**src/rtl/execute_stage_md.sv**
```systemverilog
`default_nettype none
// +----------------------------------------------------------------------------+
// | Module      : execute_stage_md                                             |
// | Description : Execute stage with single-cycle ALU, two-level operand       |
// |               forwarding, EX/MEM pipeline register and an iterative        |
// |               radix-2 multiply/divide unit (RV32M-style op set).           |
// | Ports       : clk, rst_n (async, active-low)                               |
// |               memory_stall / flush          - pipeline control            |
// |               data1, data2, immediate       - ID/EX operands              |
// |               rs1_2, rs2_2, rd_2, write_back_2, mem_2, alu_op_2,          |
// |               alu_src_2                     - ID/EX op fields             |
// |               writeback_data_5, write_back_5, rd_5 - MEM/WB forwarding    |
// |               write_back_3, mem_3, alu_result_3, writedata_3, rd_3        |
// |                                             - EX/MEM register             |
// |               ex_stall                      - hold ID/EX (combinational)  |
// | Revision    : 1.0 - initial release                                        |
// +----------------------------------------------------------------------------+
module execute_stage_md #(
    parameter int XLEN    = 32,
    parameter int REG_W   = 5,
    parameter int SHAMT_W = $clog2(XLEN)
) (
    input  logic             clk,
    input  logic             rst_n,
    input  logic             memory_stall,
    input  logic             flush,
    input  logic [XLEN-1:0]  data1,
    input  logic [XLEN-1:0]  data2,
    input  logic [XLEN-1:0]  immediate,
    input  logic [REG_W-1:0] rs1_2,
    input  logic [REG_W-1:0] rs2_2,
    input  logic [REG_W-1:0] rd_2,
    input  logic             write_back_2,
    input  logic [1:0]       mem_2,
    input  logic [4:0]       alu_op_2,
    input  logic             alu_src_2,
    input  logic [XLEN-1:0]  writeback_data_5,
    input  logic             write_back_5,
    input  logic [REG_W-1:0] rd_5,
    output logic             write_back_3,
    output logic [1:0]       mem_3,
    output logic [XLEN-1:0]  alu_result_3,
    output logic [XLEN-1:0]  writedata_3,
    output logic [REG_W-1:0] rd_3,
    output logic             ex_stall
);
    localparam int               CNT_W       = $clog2(XLEN);
    localparam logic [CNT_W-1:0] c_last_iter = CNT_W'(XLEN - 1);
    localparam logic [XLEN-1:0]  c_int_min   = {1'b1, {(XLEN-1){1'b0}}};

    localparam logic [4:0] c_op_sub   = 5'd1;
    localparam logic [4:0] c_op_and   = 5'd2;
    localparam logic [4:0] c_op_or    = 5'd3;
    localparam logic [4:0] c_op_xor   = 5'd4;
    localparam logic [4:0] c_op_sll   = 5'd5;
    localparam logic [4:0] c_op_srl   = 5'd6;
    localparam logic [4:0] c_op_sra   = 5'd7;
    localparam logic [4:0] c_op_slt   = 5'd8;
    localparam logic [4:0] c_op_sltu  = 5'd9;
    localparam logic [4:0] c_op_mul   = 5'd10;
    localparam logic [4:0] c_op_mulh  = 5'd11;
    localparam logic [4:0] c_op_mulhu = 5'd12;
    localparam logic [4:0] c_op_div   = 5'd13;
    localparam logic [4:0] c_op_divu  = 5'd14;
    localparam logic [4:0] c_op_rem   = 5'd15;
    localparam logic [4:0] c_op_remu  = 5'd16;

    typedef enum logic [1:0] {
        S_IDLE = 2'd0,
        S_RUN  = 2'd1,
        S_DONE = 2'd2
    } state_t;

    state_t             r_state, w_state_nx;
    logic [CNT_W-1:0]   r_cnt;
    logic [4:0]         r_mop;
    logic               r_neg;
    logic [XLEN-1:0]    r_hi, r_lo, r_b, r_result;

    logic [XLEN-1:0]    w_fwd1, w_fwd2, w_op2, w_alu, w_result;
    logic [SHAMT_W-1:0] w_shamt;
    logic               w_is_m, w_is_div, w_is_rem, w_signed, w_a_neg, w_b_neg;
    logic               w_div0, w_ovf, w_shortcut, w_issue;
    logic [XLEN-1:0]    w_a_mag, w_b_mag, w_short_res;
    logic [XLEN:0]      w_sum, w_trial;
    logic [XLEN-1:0]    w_hi_nx, w_lo_nx, w_final;
    logic [2*XLEN-1:0]  w_prod, w_prod_neg;

    // EX/MEM hit wins over MEM/WB; register 0 never forwards.
    always_comb begin
        w_fwd1 = data1;
        if (write_back_3 && rd_3 != '0 && rd_3 == rs1_2)
            w_fwd1 = alu_result_3;
        else if (write_back_5 && rd_5 != '0 && rd_5 == rs1_2)
            w_fwd1 = writeback_data_5;
        w_fwd2 = data2;
        if (write_back_3 && rd_3 != '0 && rd_3 == rs2_2)
            w_fwd2 = alu_result_3;
        else if (write_back_5 && rd_5 != '0 && rd_5 == rs2_2)
            w_fwd2 = writeback_data_5;
    end

    assign w_op2   = alu_src_2 ? immediate : w_fwd2;
    assign w_shamt = w_op2[SHAMT_W-1:0];

    always_comb begin
        w_alu = w_fwd1 + w_op2;
        case (alu_op_2)
            c_op_sub:  w_alu = w_fwd1 - w_op2;
            c_op_and:  w_alu = w_fwd1 & w_op2;
            c_op_or:   w_alu = w_fwd1 | w_op2;
            c_op_xor:  w_alu = w_fwd1 ^ w_op2;
            c_op_sll:  w_alu = w_fwd1 << w_shamt;
            c_op_srl:  w_alu = w_fwd1 >> w_shamt;
            c_op_sra:  w_alu = $signed(w_fwd1) >>> w_shamt;
            c_op_slt:  w_alu = {{(XLEN-1){1'b0}}, $signed(w_fwd1) < $signed(w_op2)};
            c_op_sltu: w_alu = {{(XLEN-1){1'b0}}, w_fwd1 < w_op2};
            default:   ;
        endcase
    end

    // M-op decode and issue-time operand preparation (operand 2 is always fwd2).
    assign w_is_m      = (alu_op_2 >= c_op_mul) && (alu_op_2 <= c_op_remu);
    assign w_is_div    = (alu_op_2 >= c_op_div) && (alu_op_2 <= c_op_remu);
    assign w_is_rem    = (alu_op_2 == c_op_rem) || (alu_op_2 == c_op_remu);
    assign w_signed    = (alu_op_2 == c_op_mulh) || (alu_op_2 == c_op_div) ||
                         (alu_op_2 == c_op_rem);
    assign w_a_neg     = w_signed & w_fwd1[XLEN-1];
    assign w_b_neg     = w_signed & w_fwd2[XLEN-1];
    assign w_a_mag     = w_a_neg ? -w_fwd1 : w_fwd1;
    assign w_b_mag     = w_b_neg ? -w_fwd2 : w_fwd2;
    assign w_div0      = w_is_div && (w_fwd2 == '0);
    assign w_ovf       = ((alu_op_2 == c_op_div) || (alu_op_2 == c_op_rem)) &&
                         (w_fwd1 == c_int_min) && (w_fwd2 == '1);
    assign w_shortcut  = w_div0 | w_ovf;
    assign w_short_res = w_div0 ? (w_is_rem ? w_fwd1 : '1)
                                : (w_is_rem ? '0 : w_fwd1);
    assign w_issue     = (r_state == S_IDLE) && w_is_m && !flush;
    assign ex_stall    = w_is_m && (r_state != S_DONE) && !flush;

    // One radix-2 step. Multiply: {hi,lo} shifts right while adding b into hi.
    // Divide: {hi,lo} shifts left, quotient bits enter lo, hi is the remainder.
    assign w_sum   = {1'b0, r_hi} + (r_lo[0] ? {1'b0, r_b} : '0);
    assign w_trial = {r_hi, r_lo[XLEN-1]} - {1'b0, r_b};

    always_comb begin
        if (r_mop >= c_op_div) begin
            w_hi_nx = w_trial[XLEN] ? {r_hi[XLEN-2:0], r_lo[XLEN-1]} : w_trial[XLEN-1:0];
            w_lo_nx = {r_lo[XLEN-2:0], ~w_trial[XLEN]};
        end else begin
            w_hi_nx = w_sum[XLEN:1];
            w_lo_nx = {w_sum[0], r_lo[XLEN-1:1]};
        end
    end

    assign w_prod     = {w_hi_nx, w_lo_nx};
    assign w_prod_neg = -w_prod;

    // Sign correction on the value produced by the final step.
    always_comb begin
        case (r_mop)
            c_op_mul:   w_final = w_lo_nx;
            c_op_mulh:  w_final = r_neg ? w_prod_neg[2*XLEN-1:XLEN] : w_hi_nx;
            c_op_mulhu: w_final = w_hi_nx;
            c_op_div:   w_final = r_neg ? -w_lo_nx : w_lo_nx;
            c_op_divu:  w_final = w_lo_nx;
            c_op_rem:   w_final = r_neg ? -w_hi_nx : w_hi_nx;
            default:    w_final = w_hi_nx;
        endcase
    end

    always_ff @(posedge clk or negedge rst_n) begin
        if (!rst_n)
            r_state <= S_IDLE;
        else
            r_state <= w_state_nx;
    end

    always_comb begin
        w_state_nx = r_state;
        case (r_state)
            S_IDLE:  if (w_issue) w_state_nx = w_shortcut ? S_DONE : S_RUN;
            S_RUN:   if (r_cnt == c_last_iter) w_state_nx = S_DONE;
            S_DONE:  if (!memory_stall) w_state_nx = S_IDLE;
            default: w_state_nx = S_IDLE;
        endcase
        if (flush)
            w_state_nx = S_IDLE;
    end

    always_ff @(posedge clk or negedge rst_n) begin
        if (!rst_n) begin
            r_cnt    <= '0;
            r_mop    <= '0;
            r_neg    <= 1'b0;
            r_hi     <= '0;
            r_lo     <= '0;
            r_b      <= '0;
            r_result <= '0;
        end else if (w_issue) begin
            r_cnt <= '0;
            r_mop <= alu_op_2;
            r_neg <= w_is_rem ? w_a_neg : (w_a_neg ^ w_b_neg);
            r_hi  <= '0;
            r_lo  <= w_a_mag;
            r_b   <= w_b_mag;
            if (w_shortcut)
                r_result <= w_short_res;
        end else if (r_state == S_RUN && !flush) begin
            r_cnt <= r_cnt + 1'b1;
            r_hi  <= w_hi_nx;
            r_lo  <= w_lo_nx;
            if (r_cnt == c_last_iter)
                r_result <= w_final;
        end
    end

    assign w_result = (w_is_m && r_state == S_DONE) ? r_result : w_alu;

    always_ff @(posedge clk or negedge rst_n) begin
        if (!rst_n) begin
            write_back_3 <= 1'b0;
            mem_3        <= '0;
            alu_result_3 <= '0;
            writedata_3  <= '0;
            rd_3         <= '0;
        end else if (memory_stall) begin
            write_back_3 <= write_back_3;
        end else if (flush || ex_stall) begin
            write_back_3 <= 1'b0;
            mem_3        <= '0;
            alu_result_3 <= '0;
            writedata_3  <= '0;
            rd_3         <= '0;
        end else begin
            write_back_3 <= write_back_2;
            mem_3        <= mem_2;
            alu_result_3 <= w_result;
            writedata_3  <= w_fwd2;
            rd_3         <= rd_2;
        end
    end

endmodule
`default_nettype wire

```
**config.mk**
```make
export PLATFORM = sky130hd
export DESIGN_NAME = execute_stage_md
export DESIGN_NICKNAME = d
export VERILOG_FILES = /design/src/rtl/execute_stage_md.sv
export SDC_FILE = /design/constraint.sdc
export NUM_CORES = 2
export LEC_CHECK = 0
export BUFFER_PORTS_ARGS = -buffer_cell sky130_fd_sc_hd__buf_2
export CORE_UTILIZATION = 30
export DETAILED_ROUTE_END_ITERATION = 6
export GPL_TIMING_DRIVEN = 0
export MAX_ROUTING_LAYER = met4
export PLACE_DENSITY = 0.55
export SLEW_MARGIN = 20
export SYNTH_ARGS = -nofsm -noshare
export SYNTH_HDL_FRONTEND = slang
export SYNTH_SLANG_ARGS = --single-unit
```
**constraint.sdc**
```tcl
create_clock -name clk -period 5.65 [get_ports clk]
set_input_delay 0 -clock clk [delete_from_list [all_inputs] [get_ports clk]]
set_output_delay 0 -clock clk [all_outputs]
set_load 0.02 [all_outputs]
```
After elaboration in Yosys (flattened, before gate mapping) --
Index checks and enable logic that the tools add are counted.
Storage, ports and cells: register bits after elaboration 213, bits in read-only memories 0, memories kept 0, word-level logic and storage cells 146, memory bits (writable) 0, output and inout bits 73, bits in latches 0, input port bits 162
Operators by class: divide/modulo/power cells 0, bitwise logic cells 8, reductions and logical operators 32, $add $sub $neg 10, shift-type cells 3, muxes and demuxes 42, $lt $le $gt $ge 6, equal/unequal tests 32, $mul 0
Operators with widths (number):
- $mux W32 | 28
- $pmux W32 S9 | 1
- $neg A32 Y32 | 4
- $pmux W32 S4 | 1
- $eq A32 B32 Y1 const B | 2
- $lt A32 B32 Y1 | 2
- $neg A64 Y64 | 1
- $eq A5 B4 Y1 const B | 10
- $add A32 B32 Y33 | 1
- $sub A33 B32 Y33 | 1
- $add A32 B32 Y32 | 1
- $and A32 B32 Y32 | 1
- $logic_not A32 Y1 | 1
- $or A32 B32 Y32 | 1
- $shl A32 B5 Y32 | 1
- $shr A32 B5 Y32 | 1
- $sshr A32 B5 Y32 | 1
- $sub A32 B32 Y32 | 1
- $xor A32 B32 Y32 | 1
- $eq A5 B3 Y1 const B | 4
- $eq A5 B5 Y1 | 4
- $logic_and A1 B1 Y1 | 17
- $ge A5 B4 Y1 const B | 3
- $mux W5 | 3
- 24 further kinds | 42

Longest topological paths before layout --
depth after elaboration 13, gate-level depth with buffers 26

Worst setup path after synthesis --
No wires, ideal clock.
path kind flip-flop to flip-flop, from reg rd_3[1], to reg alu_result_3[31], path buffers 5, data arrival time 5.851 ns, clock period less this slack 5.939 ns, setup slack -0.289 ns, stages on the path, launching flop included 27, path through dfrtp_1 > or4_1 > o211ai_2 > or2_1 > buf_2 > buf_4 > a311oi_1 > nor2_1 > clkbuf_1 > clkinv_1 > clkbuf_1 > clkbuf_1 > ha_1 > a21oi_1 > o22ai_1 > o211ai_1 > a31oi_1 > o21ai_0 > o21ai_0 > a21o_1 > nor3b_1 > o221ai_1 > a21oi_1 > o21ai_0 > and3_1 > or4_1 > o211ai_1
On the way: longest elaborated chain between the ends 9, elaborated cells between the ends (all ways) 20, classes of those cells add/sub: 2; eq/ne: 2; shift: 3; mux: 6; bitwise: 3; reduce/logical: 4
Ends and longest elaborated chain:
- start, declared | RTL line 44 | output logic [REG_W-1:0] rd_3,
- start signal, assigned | RTL line 240 | rd_3 <= rd_2;
- $reduce_bool A5 Y1 | RTL line 92, 97
- $logic_and A1 B1 Y1 | RTL line 92, 97
- $logic_and A1 B1 Y1 | RTL line 97 | if (write_back_3 && rd_3 != '0 && rd_3 == rs2_2)
- $mux W32 | RTL line 97
- $mux W32 | RTL line 103 | assign w_op2 = alu_src_2 ? immediate : w_fwd2;
- $add A32 B32 Y32 (tied with other cells) | RTL line 107 | w_alu = w_fwd1 + w_op2;
- $pmux W32 S9 * | RTL line 108 | case (alu_op_2)
- $mux W32 * | RTL line 218 | assign w_result = (w_is_m && r_state == S_DONE) ? r_result : w_alu;
- $mux W32 * | RTL line 229 | end else if (flush || ex_stall) begin
- end signal, assigned | RTL line 238 | alu_result_3 <= w_result;
- end, declared | RTL line 42 | output logic [XLEN-1:0] alu_result_3,
Every way passes the cells marked *; elsewhere a longest branch is shown, timed or not. A chain may end at the register's enable or synchronous reset.

Worst setup path after layout --
Ends and elaborated chain as after synthesis.

==> impl_metrics.tcl <==
set metrics [dict create \
    seq_area_mm2 0.00535 \
    crit_path_end_kind "register" \
    maxCapViolCount 0 \
    endpoint "alu_result_3[31]$_DFFE_PN0N_" \
    root_buffer "clkbuf_16" \
    overflow 0 \
    clk_pin_slew_worst_paths_ns 0.07 \
    relSlewSlack 0.186 \
    cts_buffer_depth 3 \
    placed_area_mm2 0.0318 \
    design_area_mm2 0.0360 \
    grt_antenna_before_repair 16 \
    fin_crit_ns 5.88 \
    wl_per_cell_um 33.4 \
    multi_input_area_mm2 0.0231 \
    grt_usage 0.390 \
    cp.arrival_ns 6.39 \
    portBuffers 231 \
    postRouteAntennaNets 0 \
    skew_ns 0.0249 \
    clkLatencyLatePin_ns 0.61 \
    synthTopCellsByCount "425 x nand2_1, 389 x o21ai_0, 336 x nor2_1" \
    drv_slew 0 \
    worst_pin_slew_ns 1.22 \
    synth_edf_count 0 \
    drt_first_pass_iters 7 \
    leakage_nw 14.7 \
    htreeDepth 1 \
    ys_warn_count 0 \
    synthesis.area_mm2 0.0284 \
    synth_cells 3937 \
    power_mw 14.1 \
    start_util 0.304 \
    vias 36200 \
    synth_top_area_share 0.188 \
    hp-class "in -> reg" \
    cp-start-kind "register" \
    p_seq_frac 0.173 \
    fp.coreArea_mm2 0.0935 \
    p_sw_mw 7.75 \
    drt_wl_total_um 189000 \
    netSwitchingFraction 0.548 \
    grt_pass1_wl_um 259000 \
    die-height_um 310 \
    cts_tree "built" \
    die-width_um 310 \
    seq_area_frac_synth 0.188 \
    power.density_mw_per_mm2 393 \
    synthArstFlopShare 1.00 \
    p_int_mw 6.38 \
    grt_max_degree 80 \
    cts_buffers 29 \
    synth_area_leader_cell "dfrtp_1" \
    cts_sinks 213 \
    failed_checks "DRC, setup timing" \
    area_growth_syn_to_layout_pct 26.9 \
    layout.nets 4688 \
    worstPathRequired_ns 6.16 \
    place_ws_ns -2.94 \
    avgSynthCellArea_um2 7.21 \
    fill_cells 9971 \
    ys_ff_latch 213 \
    criticalPathCategory "reg -> reg" \
    status "finished with violations" \
    fmax_ghz 0.170 \
    synth.net_count 4264 \
    synth-main-ff-cell "dfrtp_1" \
    drc 2 \
    r2r_setup_slack_ns -0.23 \
    die_area_mm2 0.0958 \
    drt_iter0_markers 4811 \
    dp_hpwl_um 150000 \
    synthDistinctLibCells 116 \
    cp_max_fo 10 \
    fin_crit_sh 1.04 \
    worstReg2RegEnd "alu_result_3[31]$_DFFE_PN0N_" \
    io_pins 235 \
    synth_area_leaders "dfrtp_1 19%, ha_1 7.1%, o21ai_0 6.9%" \
    grt_pass1_vias 33600 \
    ir_drop_uv 275 \
    synth_most_common_cell "nand2_1" \
    finalWeightedCongestion 1.06 \
    viasPerCell 6.40 \
    final_hold_viol_count 0 \
    setup_violations 11 \
    r2r_cells 21 \
    rsz0062_at_grt "true" \
    power_frac_comb 0.680 \
    timing.rr.start "rd_3[1]$_DFFE_PN0N_" \
    drive_above_1_share 0.199 \
    hp-start "data2[20]" \
    clock_power_share 0.147 \
    startpoint "rd_3[1]$_DFFE_PN0N_" \
    timing.final.ws_setup_ns -0.230 \
    rows 112 \
]
[state kept, by name, indices dropped and copies added, names as in the netlist]
signal        count
r_result         32
r_lo             32
rd_3              5
r_mop             5
writedata_3      32
write_back_3      1
r_hi             32
mem_3             2
r_neg             1
r_state           2
r_b              32
r_cnt             5
alu_result_3     32
[power by group through the flow]
stage | combinational [mW] | sequential [mW] | clock (mW)
final | 9.61 | 2.45 | 2.08
after global routing | 10.1 | 2.46 | 2.14
after CTS | 9.04 | 2.41 | 2.09
after detailed placement | 8.33 | 2.43 | 0
after global placement | 8.30 | 2.43 | 0
after floorplan | 5.43 | 2.20 | 0
[per-stage QoR]
step	TNS [ns]	hold WS, ns	cells	utilization
floorplan	0	-0.296	3937	-
global placement	-106.64	0.219	5422	0.333
detailed placement	-86.29	-0.104	5450	0.341
CTS	-0.704	0.00196	5598	0.376
global route	-2.27	0.0557	5645	0.385
finish	-0.862	0.0249	5653	0.385
[worst max-delay path, cell delays in order (launching register included)]
cell,delay [ns]
dfrtp_2,0.45
or4_4,0.59
o211ai_4,0.30
nor2_4,0.11
buf_4,0.15
o21ai_2,0.93
ha_4,0.31
and4_4,0.24
and3_4,0.19
o211ai_1,0.08
buf_4,0.16
a31oi_4,0.24
o21ai_2,0.08
o21ai_2,0.14
a21o_1,0.18
nor3b_4,0.29
o221ai_2,0.16
a21oi_2,0.23
o21ai_2,0.10
and3_4,0.21
or4_4,0.52
o211ai_1,0.11
[cells in the final DEF, fill, tap and decap left out, types with 52 or more instances in the layout]
cell type / instances
a21o_1: 53
a21oi_1: 278
and2_1: 52
buf_2: 254
buf_4: 129
clkbuf_1: 160
dfrtp_1: 200
ha_1: 142
inv_1: 155
mux2i_1: 157
nand2_1: 420
nand3_1: 126
nor2_1: 329
nor3_1: 111
o211ai_1: 52
o21ai_0: 349
xnor2_1: 142
[logic make-up (layout without fill, tap and decap cells)]
family                   Yosys count  in the layout  share of synthesized area
AND/OR/NAND/NOR                 1296           1296                      0.215
buffers and inverters            439            882                     0.0615
adder cells (fa/ha/maj)          167            167                     0.0743
multiplexers                     205            205                     0.0746
AO/OA/AOI/OAI                   1420           1420                      0.326
flip-flops                       213            213                      0.188
XOR/XNOR                         197            197                     0.0608
other                              0             19                          0
[per-layer routing]
| metal | track usage | part of all wire | up-vias |
|---|---|---|---|
| met5 | - | 0 | - |
| met4 | 0.243 | 0.075 | 0 |
| met3 | 0.0678 | 0.099 | 590 |
| met2 | 0.571 | 0.43 | 2498 |
| met1 | 0.495 | 0.40 | 17700 |
| li1 | - | - | 15500 |
[what timing repair did]
item,CTS,global route
hold buffers,16,0
pin swaps,88,78
buffers inserted,90,41
hold endpoints to repair,215,0
endpoints found under the setup margin,73,54
gates resized for setup,306,144
gates cloned,1,1
[how the worst min path moves through the flow]
stage / slack, ns / end / depth (start not counted)
floorplan: -0.30 / alu_result_3[0]$_DFFE_PN0N_ / 0
global placement: 0.22 / mem_3[1]$_DFFE_PN0N_ / 2
detailed placement: -0.10 / writedata_3[12]$_DFFE_PN0N_ / 1
CTS: 0.002 / writedata_3[20]$_DFFE_PN0N_ / 4
global route: 0.06 / writedata_3[20]$_DFFE_PN0N_ / 4
finish: 0.02 / writedata_3[20]$_DFFE_PN0N_ / 4
[cell type report]
class / count / area share
antenna: 19 / 0.00132
buffer: 254 / 0.0376
clock buffer: 38 / 0.0230
clock inverter: 12 / 0.00556
inverter: 171 / 0.0193
multi-input combinational: 3285 / 0.642
sequential: 213 / 0.149
tap: 1254 / 0.0436
timing repair buffer: 407 / 0.0791
No activity file was read; power rests on OpenSTA's default activity.
